### config.mk
export PLATFORM = sky130hd
export DESIGN_NAME = apb_master_arbiter
export DESIGN_NICKNAME = d
export VERILOG_FILES = /design/src/rtl/apb_ctrl_pkg.sv /design/src/rtl/apb_rr_arbiter.sv /design/src/rtl/apb_master_arbiter.sv
export SDC_FILE = /design/constraint.sdc
export NUM_CORES = 1
export LEC_CHECK = 0
export CAP_MARGIN = 25
export CORE_AREA = 3 3 156 158
export CTS_CLUSTER_SIZE = 10
export DETAILED_ROUTE_END_ITERATION = 8
export DIE_AREA = 0 0 159 161
export PLACE_DENSITY = 0.69
export SYNTH_ARGS = -nofsm -noshare
export SYNTH_HDL_FRONTEND = slang
export SYNTH_HIERARCHICAL = 1
export SYNTH_SLANG_ARGS = --single-unit
### constraint.sdc
create_clock -name clk -period 4 [get_ports clk]
set_input_delay 0.8 -clock clk [delete_from_list [all_inputs] [get_ports clk]]
set_output_delay 0.8 -clock clk [all_outputs]
set_load 0.01 [all_outputs]
### src/rtl/apb_ctrl_pkg.sv
// Shared definitions for the APB master arbiter slice.
//   apb_state_t : transfer sequencer states (IDLE / SETUP / ACCESS)
//   ADDR_W_DEF / DATA_W_DEF : default bus widths
//   wait_cnt_w() : width of the ACCESS wait counter for a given timeout
package apb_ctrl_pkg;

  typedef enum logic [1:0] {
    IDLE   = 2'd0,
    SETUP  = 2'd1,
    ACCESS = 2'd2
  } apb_state_t;

  localparam int unsigned ADDR_W_DEF = 32;
  localparam int unsigned DATA_W_DEF = 32;

  // At least one bit so the counter exists even with the timeout disabled.
  function automatic int unsigned wait_cnt_w(input int unsigned timeout_cycles);
    int unsigned w;
    w = $clog2(timeout_cycles + 1);
    return (w == 0) ? 1 : w;
  endfunction

endpackage

### src/rtl/apb_rr_arbiter.sv
// Combinational round-robin pick.
//   req   : request vector
//   ptr   : highest-priority index this round
//   grant : one-hot grant (zero when no request)
//   idx   : index of the granted requester
//   any   : at least one request present
module apb_rr_arbiter #(
  parameter int unsigned NUM_REQ = 4,
  parameter int unsigned IDX_W   = $clog2(NUM_REQ)
) (
  input  logic [NUM_REQ-1:0] req,
  input  logic [IDX_W-1:0]   ptr,
  output logic [NUM_REQ-1:0] grant,
  output logic [IDX_W-1:0]   idx,
  output logic               any
);

  always_comb begin : pick
    logic [IDX_W:0] c;
    grant = '0;
    idx   = '0;
    any   = 1'b0;
    c     = '0;
    // Scan ptr, ptr+1, ... wrapping; one extra bit keeps ptr+i from overflowing.
    for (int unsigned i = 0; i < NUM_REQ; i++) begin
      c = {1'b0, ptr} + (IDX_W+1)'(i);
      if (c >= (IDX_W+1)'(NUM_REQ)) c = c - (IDX_W+1)'(NUM_REQ);
      if (!any && req[c[IDX_W-1:0]]) begin
        any                = 1'b1;
        grant[c[IDX_W-1:0]] = 1'b1;
        idx                = c[IDX_W-1:0];
      end
    end
  end

endmodule

### src/rtl/apb_master_arbiter.sv
// Shares one APB master port between NUM_REQ requesters (round-robin).
//   clk, rst                : clock, asynchronous active-high reset
//   req_valid/ready         : per-requester handshake (ready only in IDLE)
//   req_write/addr/wdata    : packed request fields, requester i at slice i
//   rsp_valid               : one-hot, one-cycle completion pulse
//   rsp_rdata/slverr/timeout: registered completion status, zero when idle
//   psel..pwdata            : APB master outputs
//   prdata, pready, pslverr : APB slave inputs, sampled only in ACCESS
module apb_master_arbiter
  import apb_ctrl_pkg::*;
#(
  parameter int unsigned NUM_REQ        = 4,
  parameter int unsigned ADDR_W         = ADDR_W_DEF,
  parameter int unsigned DATA_W         = DATA_W_DEF,
  parameter int unsigned TIMEOUT_CYCLES = 16
) (
  input  logic                      clk,
  input  logic                      rst,
  input  logic [NUM_REQ-1:0]        req_valid,
  output logic [NUM_REQ-1:0]        req_ready,
  input  logic [NUM_REQ-1:0]        req_write,
  input  logic [NUM_REQ*ADDR_W-1:0] req_addr,
  input  logic [NUM_REQ*DATA_W-1:0] req_wdata,
  output logic [NUM_REQ-1:0]        rsp_valid,
  output logic [DATA_W-1:0]         rsp_rdata,
  output logic                      rsp_slverr,
  output logic                      rsp_timeout,
  output logic                      psel,
  output logic                      penable,
  output logic                      pwrite,
  output logic [ADDR_W-1:0]         paddr,
  output logic [DATA_W-1:0]         pwdata,
  input  logic [DATA_W-1:0]         prdata,
  input  logic                      pready,
  input  logic                      pslverr
);

  localparam int unsigned IDX_W = $clog2(NUM_REQ);
  localparam int unsigned CNT_W = wait_cnt_w(TIMEOUT_CYCLES);
  localparam logic [CNT_W-1:0] CNT_LAST =
    CNT_W'((TIMEOUT_CYCLES == 0) ? 0 : TIMEOUT_CYCLES - 1);

  apb_state_t        state, state_nxt;
  logic [IDX_W-1:0]  ptr, cur, arb_idx;
  logic [NUM_REQ-1:0] arb_grant;
  logic              arb_any;
  logic [CNT_W-1:0]  wcnt;
  logic              accept, done, abort;

  apb_rr_arbiter #(
    .NUM_REQ(NUM_REQ),
    .IDX_W  (IDX_W)
  ) u_arb (
    .req  (req_valid),
    .ptr  (ptr),
    .grant(arb_grant),
    .idx  (arb_idx),
    .any  (arb_any)
  );

  always_ff @(posedge clk or posedge rst) begin
    if (rst) state <= IDLE;
    else     state <= state_nxt;
  end

  always_comb begin
    state_nxt = state;
    accept    = 1'b0;
    done      = 1'b0;
    abort     = 1'b0;
    case (state)
      IDLE: begin
        if (arb_any) begin
          accept    = 1'b1;
          state_nxt = SETUP;
        end
      end
      SETUP: state_nxt = ACCESS;
      ACCESS: begin
        if (pready) begin
          done      = 1'b1;
          state_nxt = IDLE;
        end else if (TIMEOUT_CYCLES != 0 && wcnt == CNT_LAST) begin
          abort     = 1'b1;
          state_nxt = IDLE;
        end
      end
      default: state_nxt = IDLE;
    endcase
    // Gated by rst so the combinational accept path is quiet during reset too.
    req_ready = (accept && !rst) ? arb_grant : '0;
    psel      = (state == SETUP) || (state == ACCESS);
    penable   = (state == ACCESS);
  end

  always_ff @(posedge clk or posedge rst) begin
    if (rst) begin
      ptr         <= '0;
      cur         <= '0;
      wcnt        <= '0;
      paddr       <= '0;
      pwrite      <= 1'b0;
      pwdata      <= '0;
      rsp_valid   <= '0;
      rsp_rdata   <= '0;
      rsp_slverr  <= 1'b0;
      rsp_timeout <= 1'b0;
    end else begin
      rsp_valid   <= '0;
      rsp_rdata   <= '0;
      rsp_slverr  <= 1'b0;
      rsp_timeout <= 1'b0;
      if (accept) begin
        paddr  <= req_addr[arb_idx*ADDR_W +: ADDR_W];
        pwdata <= req_wdata[arb_idx*DATA_W +: DATA_W];
        pwrite <= req_write[arb_idx];
        cur    <= arb_idx;
        ptr    <= (arb_idx == IDX_W'(NUM_REQ - 1)) ? '0 : arb_idx + 1'b1;
      end
      if (state == ACCESS) begin
        if (done || abort) wcnt <= '0;
        else               wcnt <= wcnt + 1'b1;
      end
      if (done) begin
        rsp_valid[cur] <= 1'b1;
        rsp_rdata      <= pwrite ? '0 : prdata;
        rsp_slverr     <= pslverr;
      end
      if (abort) begin
        rsp_valid[cur] <= 1'b1;
        rsp_slverr     <= 1'b1;
        rsp_timeout    <= 1'b1;
      end
    end
  end

endmodule

==> run summary <==
• 0.06 ns — clock slew at the register clock pins of the worst setup and hold paths
• 1 — antenna violations before repair
• 0.01171 mm^2 — post-layout instance area
• 159 um — x dimension of the die
• 28.27% — Initial Util
• pwdata[3] — worst min-delay path startpoint
• 0 — number of flops mapped to enable cells by yosys
• 13.07% — fraction of layout instances using a drive strength above 1
• 0 — remaining routing DRC violations
• flip-flop to flip-flop — HP Class
• 134 x sky130_fd_sc_hd__mux2i_1, 114 x sky130_fd_sc_hd__dfrtp_1, 75 x sky130_fd_sc_hd__nand2_1 — list of most frequent post-synthesis cells
• 38 — number of distinct library cells after synthesis
• 24.60 mm — final wirelength
• 0.006576 mm^2 — area of the mapped netlist
• 0 — number of max-capacitance violations reported
• 0.009733 W — Tot Pwr
• 6 — Yosys Warn Count
• 239 — DRT iter0 DRCs
• 37.90 mm — wire length of the first global-routing pass
• 50.34% — final core utilization
• 0.0003491 V — maximum ir drop on the vdd rail
• 18.9% — portion of total power attributed to sequential cells
• sky130_fd_sc_hd__dfrtp_1 43%, sky130_fd_sc_hd__mux2i_1 20%, sky130_fd_sc_hd__o221ai_2 11% — top cells by area, synth
• 91.02% — Final period util
• 11.98 um^2 — synthesized area per cell
• 0.7889 ns — slew of the pin with the lowest slew margin
• 4 — detailed-routing iteration count for the pre-antenna-repair pass
• 831.1 mW/mm^2 — Pwr Density
• primary output — critical path capture point type
• ptr[1] — startpoint of the worst register-to-register path
• 56 — number of standard-cell rows in the floorplan
• 4 — htree depth
• 19.04 um — wire length per cell
• 0.02560 mm^2 — area of the die
• 6 — maximum fanout encountered on the critical timing path
• 0.01446 ns — Layout Skew
• 1292 — post-route non-filler standard cell count
• 0.01108 mm^2 — Cell Area, Placed
• 3.641 ns — final worst path period need
• 11 — count of cells along the worst register-to-register path
• 16.1% — clock group share of total power
• 114 — clock sinks
• input pin — crit path launch type
• 114 — post-synthesis register bit count
• 0.005726 W — internal portion of total power
• 0.4846 ns — final worst hold slack
• 0.004007 W — switching power total
• false — setup repair after global routing missed its margin
• sky130_fd_sc_hd__clkbuf_16 — Root Buffer
• 0 — total congestion overflow
• pwdata[3] — worst hold endpoint
• 0.41 ns — clock latency on the worst-skew pair
• sky130_fd_sc_hd__dfrtp_1 — ys flop type
• 0.2747 GHz — maximum achievable frequency
• 43.38% — part of the Yosys area used for sequential elements
• 6162 — vias after detailed routing
• 0 — count of antenna-violating nets left after detailed routing
• 69 — pin count of the biggest net entering global routing
• 861 — net count after synthesis
• 2.84 ns — data arrival time of the critical path
• paddr[12] — worst r2r dst
• 408 — port bufs
• completed — result of the run
• 409 — top-level port count
• 0.02326 mm^2 — core area
• 161 um — die extent in y
• 100.0% — share of flip-flops with an asynchronous set or reset
• 0 — Hold Fails Final Rpt
• 0 — max-slew violation total from the final report
• 2 — deepest clock path buffer count
• 18.83 mm — post-detail-place hpwl
• 549 — Post-Syn Instances
• 41.17% — switching power share of the total
• sky130_fd_sc_hd__mux2i_1 — top-count cell post-synth
• sky130_fd_sc_hd__dfrtp_1 — leading area contributor after synthesis
• 65.1% — proportion of power drawn by combinational gates
• 1271 — net count of the finished layout
• 0 — CTS Hold Bufs
• 78.06% — P&R area growth vs syn
• 6651 — via count of the first global-routing pass
• 1258 — post-placement cell count
• yes — clock tree from TritonCTS
• 5.013 nW — leakage component of the power
• 3.20 ns — data required time of the worst path
• 18.86% — global router's overall resource usage
• 17 — total clock buffers created by CTS
• 4.769 — via-per-instance ratio
• input pin to primary output — kind of critical path
• 0.88 ns — worst setup slack for register-to-register paths
• 0.8498 — RD Place Congestion
• 46.96% — relative slew slack
• 0 — Setup violations, final
• 2 — number of cells traversed by the worst hold path
• 43.38% — share of the synthesized area in the top cell type
==> per-layer routing <==
| metal | up-vias | part of all wire, % | global-route usage [%] |
|---|---|---|---|
| li1 | 2861 | - | - |
| met1 | 2964 | 39 | 21.72 |
| met2 | 299 | 50 | 32.59 |
| met3 | 38 | 8.7 | 6.848 |
| met4 | 0 | 2.2 | 6.446 |
| met5 | - | 0 | 0 |
==> worst max-delay path by stage <==
stage / end / startpoint
finish: req_ready[3] / req_valid[2]
global route: req_ready[3] / req_valid[1]
CTS: req_ready[3] / req_valid[2]
detailed placement: req_ready[3] / req_valid[2]
global placement: req_ready[2] / req_valid[2]
floorplan: cur[0] / rst
==> per-stage QoR <==
| step | setup slack [ns] | setup TNS (ns) |
|---|---|---|
| floorplan | 0.1843 | 0 |
| global placement | 0.07221 | 0 |
| detailed placement | -0.01575 | -0.01808 |
| CTS | -0.02311 | -0.04452 |
| global route | 0.2628 | 0 |
| finish | 0.3592 | 0 |
==> layout by cell type (no fill, tap or decap), drive strengths merged <==
cell           synthesis  routed
o21ai                  6       6
xnor2                  1       1
ha                    12      12
nor3                   1       1
o22ai                  2       2
a32o                   1       1
inv                   10      14
nor4b                  1       1
and3                   2       2
a31oi                  1       1
clkinv                 0       7
mux2i                134     134
mux2                   5       5
nor3b                  6       6
o21a                   1       1
nand2b                 3       3
clkdlybuf4s50          0     404
nand3                  2       2
clkbuf                13      19
dlymetal6s2s           0       4
mux4                   4       4
dfrtp                114     114
bufinv                 0       2
a21oi                  2       2
nand2                 75      75
a22oi                  8       8
diode                  0       1
and2b                  1       1
nor2b                  2       2
nor2                   8       8
o211ai                 1       1
o31ai                  2       2
nor4                   1       1
buf                   31      27
or2                    1       1
o221ai                66      66
and2                  32      32
==> cell type report <==
| cell class | instances | area (um^2) |
|---|---|---|
| Multi-Input combinational cell | 381 | 3405 |
| Tap cell | 319 | 399.1 |
| Sequential cell | 114 | 2853 |
| Antenna cell | 1 | 2.502 |
| Timing Repair Buffer | 435 | 4409 |
| Fill cell | 2166 | 11550 |
| Inverter | 10 | 40.04 |
| Clock buffer | 19 | 452.9 |
| Clock inverter | 13 | 148.9 |
==> power by group through the flow <==
| stage | sequential (W) | combinational (W) | clock (W) |
|---|---|---|---|
| global route | 0.00189 | 0.00682 | 0.00166 |
| finish | 0.00184 | 0.00633 | 0.00156 |
| detailed placement | 0.00185 | 0.00640 | 0 |
| CTS | 0.00184 | 0.00641 | 0.00160 |
| global placement | 0.00184 | 0.00633 | 0 |
| floorplan | 0.00200 | 0.00414 | 0 |
==> cell families after synthesis <==
| group | share of synthesized area, % |
|---|---|
| multiplexers | 22.74 |
| AND/OR/NAND/NOR | 10.12 |
| flip-flops | 43.38 |
| AO/OA/AOI/OAI | 15.96 |
| buffers and inverters | 5.384 |
| adder cells (fa/ha/maj) | 2.283 |
| XOR/XNOR | 0.1332 |
==> timing repair <==
action | 4_1_cts | 5_1_grt
gates resized for setup | 0 | 7
cloned | 0 | 0
endpoints found under the setup margin | 2 | 4
pin swaps | 0 | 1
buffers inserted | 0 | 1
==> registers in the layout, summed over array words and instances (netlist names) <==
signal,cells
rsp_valid,4
paddr,32
rsp_timeout,1
rsp_rdata,32
wcnt,5
pwrite,1
ptr,2
pwdata,32
cur,2
rsp_slverr,1
state,2
==> critical path, stage by stage <==
cell	delay, ns
sky130_fd_sc_hd__clkdlybuf4s50_1	0.48
sky130_fd_sc_hd__mux4_2	0.53
sky130_fd_sc_hd__nor4b_4	0.41
sky130_fd_sc_hd__a22oi_1	0.11
sky130_fd_sc_hd__o21ai_0	0.09
sky130_fd_sc_hd__nor3b_1	0.22
sky130_fd_sc_hd__dlymetal6s2s_1	0.20
Note: power is estimated with default switching activity, not from simulation.
